--- config.mk ---
export PLATFORM = sky130hd
export DESIGN_NAME = fma_output_stage
export DESIGN_NICKNAME = d
export VERILOG_FILES = /design/src/rtl/fma_pkg.sv /design/src/rtl/fma_round_pack.sv /design/src/rtl/fma_output_stage.sv
export SDC_FILE = /design/constraint.sdc
export NUM_CORES = 1
export LEC_CHECK = 0
export CAP_MARGIN = 10
export CELL_PAD_IN_SITES_DETAIL_PLACEMENT = 0
export CELL_PAD_IN_SITES_GLOBAL_PLACEMENT = 1
export CORE_ASPECT_RATIO = 1.4
export CORE_MARGIN = 2
export CORE_UTILIZATION = 34
export DETAILED_ROUTE_END_ITERATION = 7
export PLACE_DENSITY = 0.82
export SYNTH_ARGS = -nofsm -noshare
export SYNTH_HDL_FRONTEND = slang
export SYNTH_SLANG_ARGS = --single-unit
--- constraint.sdc ---
create_clock -name clk -period 4.2 [get_ports clk]
set_input_delay 0.42 -clock clk [delete_from_list [all_inputs] [get_ports clk]]
set_output_delay 0.42 -clock clk [all_outputs]
set_load 0.01 [all_outputs]
--- src/rtl/fma_pkg.sv ---
// rtl/fma_pkg.sv - shared widths, constants and payload types for the FMA output stage
package fma_pkg;

    localparam int EXP_W    = 8;
    localparam int FRAC_W   = 23;
    localparam int GRS_W    = 3;
    localparam int MANT_W   = 1 + FRAC_W + GRS_W;
    localparam int BIAS     = 127;
    localparam int EXP_MAX  = 255;
    localparam int IN_EXP_W = 10;
    localparam int RES_W    = 1 + EXP_W + FRAC_W;

    localparam logic [RES_W-1:0] QNAN = 32'h7FC00000;

    typedef struct packed {
        logic ovf;
        logic unf;
        logic inx;
    } flags_t;

    // Packed result plus flags; this is what the main and skid registers hold.
    typedef struct packed {
        logic [RES_W-1:0] result;
        flags_t           flags;
    } payload_t;

endpackage

--- src/rtl/fma_round_pack.sv ---
// rtl/fma_round_pack.sv - combinational round-to-nearest-even, binary32 pack and status flags
module fma_round_pack #(
    parameter int          IN_EXP_W = fma_pkg::IN_EXP_W,
    parameter logic [31:0] QNAN     = fma_pkg::QNAN
) (
    input  logic                          sign,
    input  logic [IN_EXP_W-1:0]           exp_in,
    input  logic [fma_pkg::MANT_W-1:0]    mant,
    input  logic                          is_nan,
    input  logic                          is_inf,
    input  logic                          is_zero,
    output logic [fma_pkg::RES_W-1:0]     result,
    output fma_pkg::flags_t               flags
);
    import fma_pkg::*;

    localparam logic signed [IN_EXP_W:0] EXP_OVF  = (IN_EXP_W + 1)'(EXP_MAX);
    localparam logic signed [IN_EXP_W:0] EXP_ZERO = '0;

    logic                      lsb_bit;
    logic                      guard_bit;
    logic                      round_bit;
    logic                      sticky_bit;
    logic                      round_up;
    logic [MANT_W-GRS_W:0]     mant_sum;
    logic                      carry;
    logic [FRAC_W-1:0]         frac;
    logic signed [IN_EXP_W:0]  exp_r;

    always_comb begin
        lsb_bit    = mant[GRS_W];
        guard_bit  = mant[GRS_W-1];
        round_bit  = mant[GRS_W-2];
        sticky_bit = mant[GRS_W-3];
        round_up   = guard_bit & (round_bit | sticky_bit | lsb_bit);

        mant_sum = {1'b0, mant[MANT_W-1:GRS_W]} + {{(MANT_W-GRS_W){1'b0}}, round_up};
        carry    = mant_sum[MANT_W-GRS_W];
        // A carry out means the significand became 10.000..0: renormalise to 1.0.
        frac     = carry ? '0 : mant_sum[FRAC_W-1:0];
        exp_r    = $signed({exp_in[IN_EXP_W-1], exp_in})
                 + $signed({{IN_EXP_W{1'b0}}, carry});

        result = {sign, exp_r[EXP_W-1:0], frac};
        flags  = '{ovf: 1'b0, unf: 1'b0, inx: guard_bit | round_bit | sticky_bit};

        if (is_nan) begin
            result = QNAN;
            flags  = '0;
        end else if (is_inf) begin
            result = {sign, {EXP_W{1'b1}}, {FRAC_W{1'b0}}};
            flags  = '0;
        end else if (is_zero) begin
            result = {sign, {(RES_W-1){1'b0}}};
            flags  = '0;
        end else if (exp_r >= EXP_OVF) begin
            result = {sign, {EXP_W{1'b1}}, {FRAC_W{1'b0}}};
            flags  = '{ovf: 1'b1, unf: 1'b0, inx: 1'b1};
        end else if (exp_r <= EXP_ZERO) begin
            // No denormal support: anything below the normal range flushes to signed zero.
            result = {sign, {(RES_W-1){1'b0}}};
            flags  = '{ovf: 1'b0, unf: 1'b1, inx: 1'b1};
        end
    end

endmodule

--- src/rtl/fma_output_stage.sv ---
// rtl/fma_output_stage.sv - FMA final stage: round/pack into a main register backed by a one-entry skid
module fma_output_stage #(
    parameter int          IN_EXP_W = fma_pkg::IN_EXP_W,
    parameter logic [31:0] QNAN     = fma_pkg::QNAN
) (
    input  logic                clk,
    input  logic                rst,
    input  logic                in_valid,
    output logic                in_ready,
    input  logic                in_sign,
    input  logic [IN_EXP_W-1:0] in_exp,
    input  logic [26:0]         in_mant,
    input  logic                in_nan,
    input  logic                in_inf,
    input  logic                in_zero,
    output logic                out_valid,
    input  logic                out_ready,
    output logic [31:0]         result,
    output logic                flag_ovf,
    output logic                flag_unf,
    output logic                flag_inx
);
    import fma_pkg::*;

    payload_t rp_payload;
    payload_t main_q, main_d;
    payload_t skid_q, skid_d;
    logic     out_valid_q, out_valid_d;
    logic     skid_valid_q, skid_valid_d;
    logic     in_ready_q;
    logic     accept_in;
    logic     accept_out;

    fma_round_pack #(
        .IN_EXP_W (IN_EXP_W),
        .QNAN     (QNAN)
    ) u_round_pack (
        .sign    (in_sign),
        .exp_in  (in_exp),
        .mant    (in_mant),
        .is_nan  (in_nan),
        .is_inf  (in_inf),
        .is_zero (in_zero),
        .result  (rp_payload.result),
        .flags   (rp_payload.flags)
    );

    assign accept_in  = in_valid & in_ready_q;
    assign accept_out = out_valid_q & out_ready;

    // The skid can only be occupied while the main register is held, so the
    // skid never needs to be bypassed when the main register is free.
    always_comb begin
        main_d       = main_q;
        skid_d       = skid_q;
        out_valid_d  = out_valid_q;
        skid_valid_d = skid_valid_q;
        if (!out_valid_q || accept_out) begin
            if (skid_valid_q) begin
                main_d       = skid_q;
                out_valid_d  = 1'b1;
                skid_valid_d = 1'b0;
            end else if (accept_in) begin
                main_d      = rp_payload;
                out_valid_d = 1'b1;
            end else begin
                out_valid_d = 1'b0;
            end
        end else if (accept_in) begin
            skid_d       = rp_payload;
            skid_valid_d = 1'b1;
        end
    end

    always_ff @(posedge clk) begin
        if (rst) begin
            main_q       <= '0;
            skid_q       <= '0;
            out_valid_q  <= 1'b0;
            skid_valid_q <= 1'b0;
            in_ready_q   <= 1'b1;
        end else begin
            main_q       <= main_d;
            skid_q       <= skid_d;
            out_valid_q  <= out_valid_d;
            skid_valid_q <= skid_valid_d;
            in_ready_q   <= ~skid_valid_d;
        end
    end

    assign in_ready  = in_ready_q;
    assign out_valid = out_valid_q;
    assign result    = main_q.result;
    assign flag_ovf  = main_q.flags.ovf;
    assign flag_unf  = main_q.flags.unf;
    assign flag_inx  = main_q.flags.inx;

endmodule

# Word-level counts from Yosys, hierarchy flattened
# Index checks and enable logic that the tools add are counted.
totals:
  ff_bits: 73
  word_cells: 46
  input_bits: 45
op_classes:
  n_bitwise: 9
  add_sub_neg: 2
  n_reduce_logical: 5
  order_cmp: 2
  mux: 17
ops:
  columns: ["operator", "n"]
  rows:
  - ["$mux 31", 4]
  - ["$mux 35", 2]
  - ["$mux 32", 1]
  - ["$add 24x1->25", 1]
  - ["$mux 23", 1]
  - ["$mux 3", 4]
  - ["$add 10x2->11", 1]
  - ["$ge 11x9->1 const B", 1]
  - ["$le 11x1->1 const B", 1]
  - ["$mux 1", 4]
  - ["$or 1x1->1", 4]
  - ["$reduce_and 2->1", 2]
  - ["$and 1x1->1", 3]
  - ["$mux 2", 1]
  - ["$not 1->1", 2]
  - ["$reduce_bool 2->1", 1]
  - ["$logic_not 1->1", 1]
  - ["$logic_or 1x1->1", 1]

# Longest topological paths before layout
# Gate-level depths: netlist of run 1.
depth:
  depth_word: 13
  mapped_depth: 16
  depth_no_buf: 13

# By module
# From an unflattened synthesis of run 1, not the netlist that was laid out.
unflattened:
  cells_unflattened: 494
  area_unflattened_um2: 4350.4
by_module_without_submodules:
  columns: ["module", "instances", "cells_each", "area_per_inst_um2", "seq_area_each_um2"]
  rows:
  - ["fma_output_stage", 1, 323, 3069.2, 1461.4]
  - ["fma_round_pack", 1, 171, 1281.2, 0.0]

# Worst setup path before layout of run 1
# OpenSTA, ideal clock, no wires.
synth_path:
  path_kind: "input-to-reg"
  from: "input port in_mant[3]"
  to: "register skid_q[5] (netlist bit)"
  setup_time_ns: 0.117
  t_arrival_ns: 3.843
  path_slack_ns: 0.240
  stages: 14
  path_cell_list: "and2_1 > ha_1 > nand2_1 > or4_1 > nor4_1 > ha_1 > ha_1 > clkbuf_1 > a31oi_1 > or4b_1 > or3_4 > buf_6 > and2_4 > a32o_1"
synth_via:
  elab_chain_len: 10
  word_cells_on_any_way: 12
  classes_between: "add/sub (2); order compare (2); mux (6); bitwise (2)"
synth_rtl:
  columns: ["item", "line", "rtl"]
  rows:
  - ["start, declared", "fma_output_stage.sv:12", "input logic [26:0] in_mant,"]
  - ["$or 1x1->1", "fma_round_pack.sv:35", "round_up = guard_bit & (round_bit | sticky_bit | lsb_bit);"]
  - ["$and 1x1->1", "fma_round_pack.sv:35", null]
  - ["$add 24x1->25 *", "fma_round_pack.sv:37", "mant_sum = {1'b0, mant[MANT_W-1:GRS_W]} + {{(MANT_W-GRS_W){1'b0}}, round_up};"]
  - ["$add 10x2->11", "fma_round_pack.sv:42", "+ $signed({{IN_EXP_W{1'b0}}, carry});"]
  - ["$le 11x1->1", "fma_round_pack.sv:59", "end else if (exp_r <= EXP_ZERO) begin"]
  - ["$mux 31", "fma_round_pack.sv:59", null]
  - ["$mux 31 *", "fma_round_pack.sv:56", "end else if (exp_r >= EXP_OVF) begin"]
  - ["$mux 31 *", "fma_round_pack.sv:53", "end else if (is_zero) begin"]
  - ["$mux 31 *", "fma_round_pack.sv:50", "end else if (is_inf) begin"]
  - ["$mux 32 *", "fma_round_pack.sv:47", "if (is_nan) begin"]
  - ["end signal, assigned", "fma_output_stage.sv:84", "skid_q <= skid_d;"]
  - ["end, declared", "fma_output_stage.sv:27", "payload_t skid_q, skid_d;"]
# Every way passes the cells marked *; elsewhere a longest branch is shown, timed or not.
# A chain may end at the register's enable or synchronous reset.

# Worst setup path after layout of run 1
# Same ends and word-level chain as after synthesis.

==> results_dict.tcl, run 1 <==
set metrics [dict create \
    crit_cells 15 \
    wl_mm 12.5 \
    drive_above_1_share 0.120 \
    cts_hold_buf 0 \
    topRoutingLayerUsed "met4" \
    register_area_um2 1460 \
    worstSetupPathType "primary input to register" \
    grt_max_degree 64 \
    h-tree-depth 3 \
    cts_tree "yes" \
    outcome "finished, final reports clean" \
    met2_length_mm 6.34 \
    grt_pass1_vias 3982 \
    ys_seq_elements 73 \
    mostFrequentLayoutCells "clkdlybuf4s50_1 (80), dfxtp_1 (73), nor2_1 (47)" \
    synth_nets 545 \
    power_frac_clock 0.428 \
    hold_viol_final 0 \
    ys_warn_count 0 \
    setup_violations 0 \
    synth_area_um2 3980 \
    synth_edf_count 0 \
    critical_path_buf_inv_count 3 \
    drv_cap 0 \
    netlist.area_leader.share 0.368 \
    reg2reg_setup_slack_ns 1.84 \
    placement_rows 46 \
    synthCells 497 \
    crit_family "simple AND/OR/NAND/NOR gates" \
    cts_buffer_depth 2 \
    antenna_found_initial 0 \
    crit_fanout 5 \
    worst_pin_slew_ns 0.908 \
    clk-insertion-delay-late_ns 0.33 \
    drc 0 \
    r2r_start "skid_valid_q$_SDFF_PP0_" \
    slew_headroom 0.392 \
    p_leak_uw 0.00191 \
    synthTopCellsByArea "dfxtp_1 (37%), a21oi_1 (5.4%), nor2_1 (4.5%)" \
    synth-seq-area-share 0.368 \
    vias 4149 \
    worstPathCellList "clkdlybuf4s50_1, and2_1, ha_1, nand2_1, or4_1, nor4_1, buf_4, ha_1, ha_1, a31oi_1, or4b_1, or3_4, buf_4, and2_4, a32o_1" \
    wl_per_cell_um 16.8 \
    placedInstanceArea_um2 5160 \
    wl_met3_um 614 \
    worstPathArrival_ns 4.19 \
    diodes 0 \
    switchingPower_uw 470 \
    ys_async_sr_fraction 0 \
    final_common_cell "clkdlybuf4s50_1" \
    area_growth_pct 37.8 \
    seqPwrFrac 0.393 \
    peakVddDrop_v 0.000178 \
    avgSynthCellArea_um2 8.00 \
    cts_sinks 73 \
    multi_input_area_um2 2320 \
    met1_length_mm 5.26 \
    finClkSkew_ns 0.00594 \
    pwr-share-comb 0.179 \
    swShare 0.248 \
    crit_top_cell "ha_1" \
    finalInstanceArea_um2 5480 \
    viasPerCell 5.57 \
    yosysTopAreaCell "dfxtp_1" \
    cp_slowest_cell "or4b_1" \
    reg2regPathDepth 7 \
    p_int_uw 1420 \
    cp-endpoint "skid_q[5]$_SDFFE_PP0P_" \
    die_y_um 132 \
    core_um2 11400 \
    start_util 0.349 \
    drtPass1Iterations 5 \
    grt_pass1_wl_mm 20.0 \
    final_nets 645 \
    required_ns 4.42 \
    critPathLaunch "in_mant[3]" \
    final.period_utilization 0.944 \
    fill_cells 1131 \
    synth.distinct_cells 53 \
    synthFlopType "dfxtp_1" \
    hold_path_class "register to register" \
    path_clk_slew_ns 0.06 \
    ant_nets 0 \
    rsz0062_at_grt "no" \
    grt-ovfl-total 0 \
    finalMaxSlewViolations 0 \
    slowest_delay_ns 0.50 \
    hpwlAfterDp_mm 9.25 \
    io_buffers 81 \
    die_w_um 95.4 \
    track_usage 0.201 \
    crit_path_end_kind "register" \
    worstReg2RegEnd "result[4]$_SDFFE_PP0P_" \
    whs_ns 0.451 \
    p_per_area_nw_per_um2 346 \
    drt_iter0_markers 207 \
    cts_root_buf "clkbuf_16" \
    die_area_um2 12600 \
    numCtsBuffers 9 \
    ios 82 \
    period_minus_slack_ns 3.96 \
    gp_congestion 0.880 \
    fmax_ghz 0.252 \
    cp-start-kind "primary input" \
]
power by group through the flow:
stage	Clock, uW	Sequential (uW)	Combinational [uW]
after global routing	849	747	367
after global placement	0	759	333
after floorplan	0	767	152
final	811	744	338
after CTS	819	744	339
after detailed placement	0	758	336
stage by stage:
step	util	setup TNS (ns)	power (uW)	setup slack (ns)	cells
6_report	0.481	0	1890	0.236	745
2_1_floorplan	-	0	918	0.240	497
3_3_place_gp	0.453	-0.0349	1090	-0.0284	730
3_5_place_dp	0.453	-0.654	1090	-0.0629	730
4_1_cts	0.480	0	1900	0.235	745
5_1_grt	0.481	0	1960	0.0255	745
worst reg2reg max path, cell delays in order, from the launching register on:
cell      delay (ns)
dfxtp_1         0.30
buf_4           0.26
nor3_2          0.57
nand2b_1        0.31
nor2_1          0.30
a31oi_4         0.13
buf_12          0.17
a211oi_1        0.24
per-layer routing:
layer  vias to the layer above  GRT usage
li1                       2042          -
met1                      1977      0.238
met2                       113      0.352
met3                        17     0.0412
met4                         0     0.0746
met5                         -          0
repair_timing:
action	in CTS	in global routing
setup endpoints to repair	0	2
resized for setup	0	2
buffers inserted	0	0
registers in the layout (all words and copies together) (netlist names):
| name | count |
|---|---|
| flag_inx | 1 |
| flag_ovf | 1 |
| flag_unf | 1 |
| in_ready | 1 |
| out_valid | 1 |
| result | 32 |
| skid_q | 35 |
| skid_valid_q | 1 |
cell usage after synthesis (7+ instances only):
library cell and count:
a211oi_1 13, a21oi_1 43, a311o_1 10, clkbuf_1 30
dfxtp_1 73, inv_1 7, nand2_1 45, nand3_1 25
nand3b_1 11, nand4_1 12, nor2_1 48, nor3_1 21
o21ai_0 22, o22ai_1 7, o41ai_1 10, or3_1 7
xnor2_1 12, xor2_1 15
logic make-up (layout without fill, tap and decap cells):
group           after synthesis  after routing  synth area share
compound gates              142            142             0.248
xor+xnor                     27             27            0.0595
flops                        73             73             0.368
simple gates                207            207             0.266
buf+inv                      45            149            0.0494
fa+ha+maj                     3              3           0.00944
cell type report:
class                           count  share of cell area
Timing Repair Buffer              127               0.215
Sequential cell                    73               0.267
Tap cell                          144              0.0329
Inverter                            7             0.00480
Clock buffer                       12              0.0450
Multi-Input combinational cell    379               0.424
Clock inverter                      3              0.0119
how the worst min path moves through the flow:
stage / from / end / slack [ns] / depth (start not counted)
2_1_floorplan: skid_q[4]$_SDFFE_PP0P_ / skid_q[4]$_SDFFE_PP0P_ / 0.42 / 2
3_3_place_gp: skid_q[24]$_SDFFE_PP0P_ / skid_q[24]$_SDFFE_PP0P_ / 0.43 / 2
3_5_place_dp: skid_q[24]$_SDFFE_PP0P_ / skid_q[24]$_SDFFE_PP0P_ / 0.44 / 2
4_1_cts: rst / result[2]$_SDFFE_PP0P_ / 0.45 / 2
5_1_grt: rst / result[2]$_SDFFE_PP0P_ / 0.47 / 2
6_report: skid_q[18]$_SDFFE_PP0P_ / skid_q[18]$_SDFFE_PP0P_ / 0.45 / 2
No activity file was read; power rests on OpenSTA's default activity.
==> inputs of run 2 (changes only) <==
--- a/config.mk
+++ b/config.mk
@@ -5,14 +5,14 @@
 export SDC_FILE = /design/constraint.sdc
 export NUM_CORES = 1
 export LEC_CHECK = 0
-export CAP_MARGIN = 10
+export CAP_MARGIN = 20
 export CELL_PAD_IN_SITES_DETAIL_PLACEMENT = 0
 export CELL_PAD_IN_SITES_GLOBAL_PLACEMENT = 1
 export CORE_ASPECT_RATIO = 1.4
 export CORE_MARGIN = 2
-export CORE_UTILIZATION = 34
+export CORE_UTILIZATION = 41
 export DETAILED_ROUTE_END_ITERATION = 7
-export PLACE_DENSITY = 0.82
+export PLACE_DENSITY = 0.92
 export SYNTH_ARGS = -nofsm -noshare
 export SYNTH_HDL_FRONTEND = slang
 export SYNTH_SLANG_ARGS = --single-unit
==> constraint.sdc (replaced) <==
create_clock -name clk -period 4.9 [get_ports clk]
set_input_delay 0.49 -clock clk [delete_from_list [all_inputs] [get_ports clk]]
set_output_delay 0.49 -clock clk [all_outputs]
set_load 0.01 [all_outputs]
==> run 2 against run 1 <==
Effect of this change: flip-flop and latch count stayed put; routed wire length shrank 2.0%; count of clock-buffer cells in the layout decreased by 1; sequential share of layout area increased by 1.4 points; first-iteration DRC count increased by 32%; register-to-register slack better by 0.57 ns; final cell count down 8.6%; via count decreased by 0.70%; critical path type unchanged; largest power group unchanged.
==> results_dict.tcl, run 2 (same netlist as run 1, synthesis figures left out) <==
set metrics [dict create \
    outcome "finished, final reports clean" \
    peakVddDrop_v 0.000235 \
    critical_path_buf_inv_count 3 \
    area_growth_pct 31.0 \
    final_common_cell "clkdlybuf4s50_1" \
    drtPass1Iterations 5 \
    antenna_found_initial 0 \
    clk-insertion-delay-late_ns 0.34 \
    placement_rows 42 \
    hpwlAfterDp_mm 8.80 \
    register_area_um2 1460 \
    drt_iter0_markers 273 \
    ctsResizeCount 0 \
    gp_congestion 0.911 \
    worstSetupPathType "primary input to register" \
    whs_path_depth 2 \
    mostFrequentLayoutCells "clkdlybuf4s50_1 (80), dfxtp_1 (73), nor2_1 (47)" \
    fmax_ghz 0.222 \
    fill_cells 869 \
    slowest_delay_ns 0.51 \
    die_y_um 121 \
    cts_tree "yes" \
    core_um2 9460 \
    whs_endpoint "skid_q[3]$_SDFFE_PP0P_" \
    crit_fanout 12 \
    post_cts_buffers 0 \
    p_leak_uw 0.00177 \
    cts_hold_buf 0 \
    cts_sinks 73 \
    finalInstanceArea_um2 5210 \
    hold_path_class "register to register" \
    grt_pass1_vias 4064 \
    cp_slowest_cell "clkdlybuf4s50_1" \
    worstPathCellList "clkdlybuf4s50_1, and2_1, ha_1, nand2_1, or4_1, nor4_1, buf_4, ha_1, ha_1, buf_4, and4_1, nand4_1, and3_1, a31oi_4, nand2_1, o41ai_1" \
    final_nets 614 \
    path_clk_slew_ns 0.06 \
    ios 82 \
    crit_path_end_kind "register" \
    multi_input_area_um2 2320 \
    vias 4120 \
    worstReg2RegEnd "skid_q[8]$_SDFFE_PP0P_" \
    track_usage 0.236 \
    drive_above_1_share 0.0736 \
    wl_mm 12.3 \
    cts_buffer_depth 2 \
    die_w_um 87.2 \
    placedInstanceArea_um2 4850 \
    reg2regPathDepth 6 \
    grt_max_degree 40 \
    utilization 0.551 \
    fin_tns_setup_ns 0 \
    required_ns 5.13 \
    grt-ovfl-total 0 \
    cp-start-kind "primary input" \
    io_buffers 81 \
    crit_family "simple AND/OR/NAND/NOR gates" \
    rsz0062_at_grt "no" \
    crit_top_cell "ha_1" \
    diodes 0 \
    die_area_um2 10500 \
    drc 0 \
    ant_nets 0 \
    wl_per_cell_um 18.0 \
    reg2reg_setup_slack_ns 2.41 \
    worst_pin_slew_ns 1.06 \
    finalMaxSlewViolations 0 \
    worstPathArrival_ns 4.74 \
    p_per_area_nw_per_um2 322 \
    setup_violations 0 \
    cts_root_buf "clkbuf_16" \
    numCtsBuffers 9 \
    min-delay-start "skid_q[3]$_SDFFE_PP0P_" \
    viasPerCell 6.05 \
    r2r_start "out_valid$_SDFFE_PP0N_" \
    h-tree-depth 3 \
    final.period_utilization 0.921 \
    start_util 0.420 \
    regMostFlops "skid_q" \
    hold_viol_final 0 \
    drv_cap 0 \
    finClkSkew_ns 0.00594 \
    grt_pass1_wl_mm 19.3 \
    largest_register_ffs 35 \
    slew_headroom 0.290 \
    period_minus_slack_ns 4.51 \
]
-- run 2: how the worst max path moves through the flow --
stage | start | endpoint | slack (ns) | cells after the start
2_1_floorplan | in_mant[3] | skid_q[5]$_SDFFE_PP0P_ | 0.87 | 14
3_3_place_gp | in_mant[3] | result[9]$_SDFFE_PP0P_ | 0.19 | 14
3_5_place_dp | in_mant[2] | result[3]$_SDFFE_PP0P_ | 0.04 | 14
4_1_cts | in_mant[2] | result[3]$_SDFFE_PP0P_ | 0.32 | 14
5_1_grt | in_mant[2] | skid_q[21]$_SDFFE_PP0P_ | 0.07 | 16
6_report | in_mant[2] | skid_q[9]$_SDFFE_PP0P_ | 0.39 | 16
-- run 2: where the power goes --
group / switching, uW / total, uW / leakage [uW] / internal [uW]
logic: 145 / 273 / 0.00101 / 129
registers: 15.7 / 637 / 0.000596 / 621
clock network: 255 / 765 / 0.000166 / 510
-- run 2: cell type report --
type	instances	share of cell area
clock inverter	5	0.0197
inverter	7	0.00504
clock buffer	11	0.0466
multi-input combinational	379	0.445
timing repair buffer	96	0.176
sequential	73	0.281
tap	110	0.0264
-- run 2: layer usage --
| layer | track usage | wire length (um) | up-vias |
|---|---|---|---|
| met2 | 0.415 | 6340 | 164 |
| met4 | 0.127 | 458 | 0 |
| met1 | 0.263 | 4730 | 1941 |
| met5 | 0 | 0 | - |
| li1 | - | - | 1980 |
| met3 | 0.0464 | 733 | 35 |
-- run 2: metrics by stage --
stage / cells / power, uW / hold WS (ns) / worst slack, ns
final: 681 / 1680 / 0.455 / 0.389
after global routing: 681 / 1730 / 0.478 / 0.0725
after CTS: 679 / 1680 / 0.456 / 0.323
after detailed placement: 663 / 918 / 0.443 / 0.0352
after global placement: 663 / 914 / 0.434 / 0.192
after floorplan: 497 / 787 / 0.425 / 0.870
-- run 2: worst register-to-register path: cells and delay by family, from the launching register on --
| kind | cells | cell delay, ns |
|---|---|---|
| flip-flops | 1 | 0.34 |
| AO/OA/AOI/OAI | 1 | 0.28 |
| AND/OR/NAND/NOR | 4 | 1.58 |
| buffers and inverters | 1 | 0.22 |
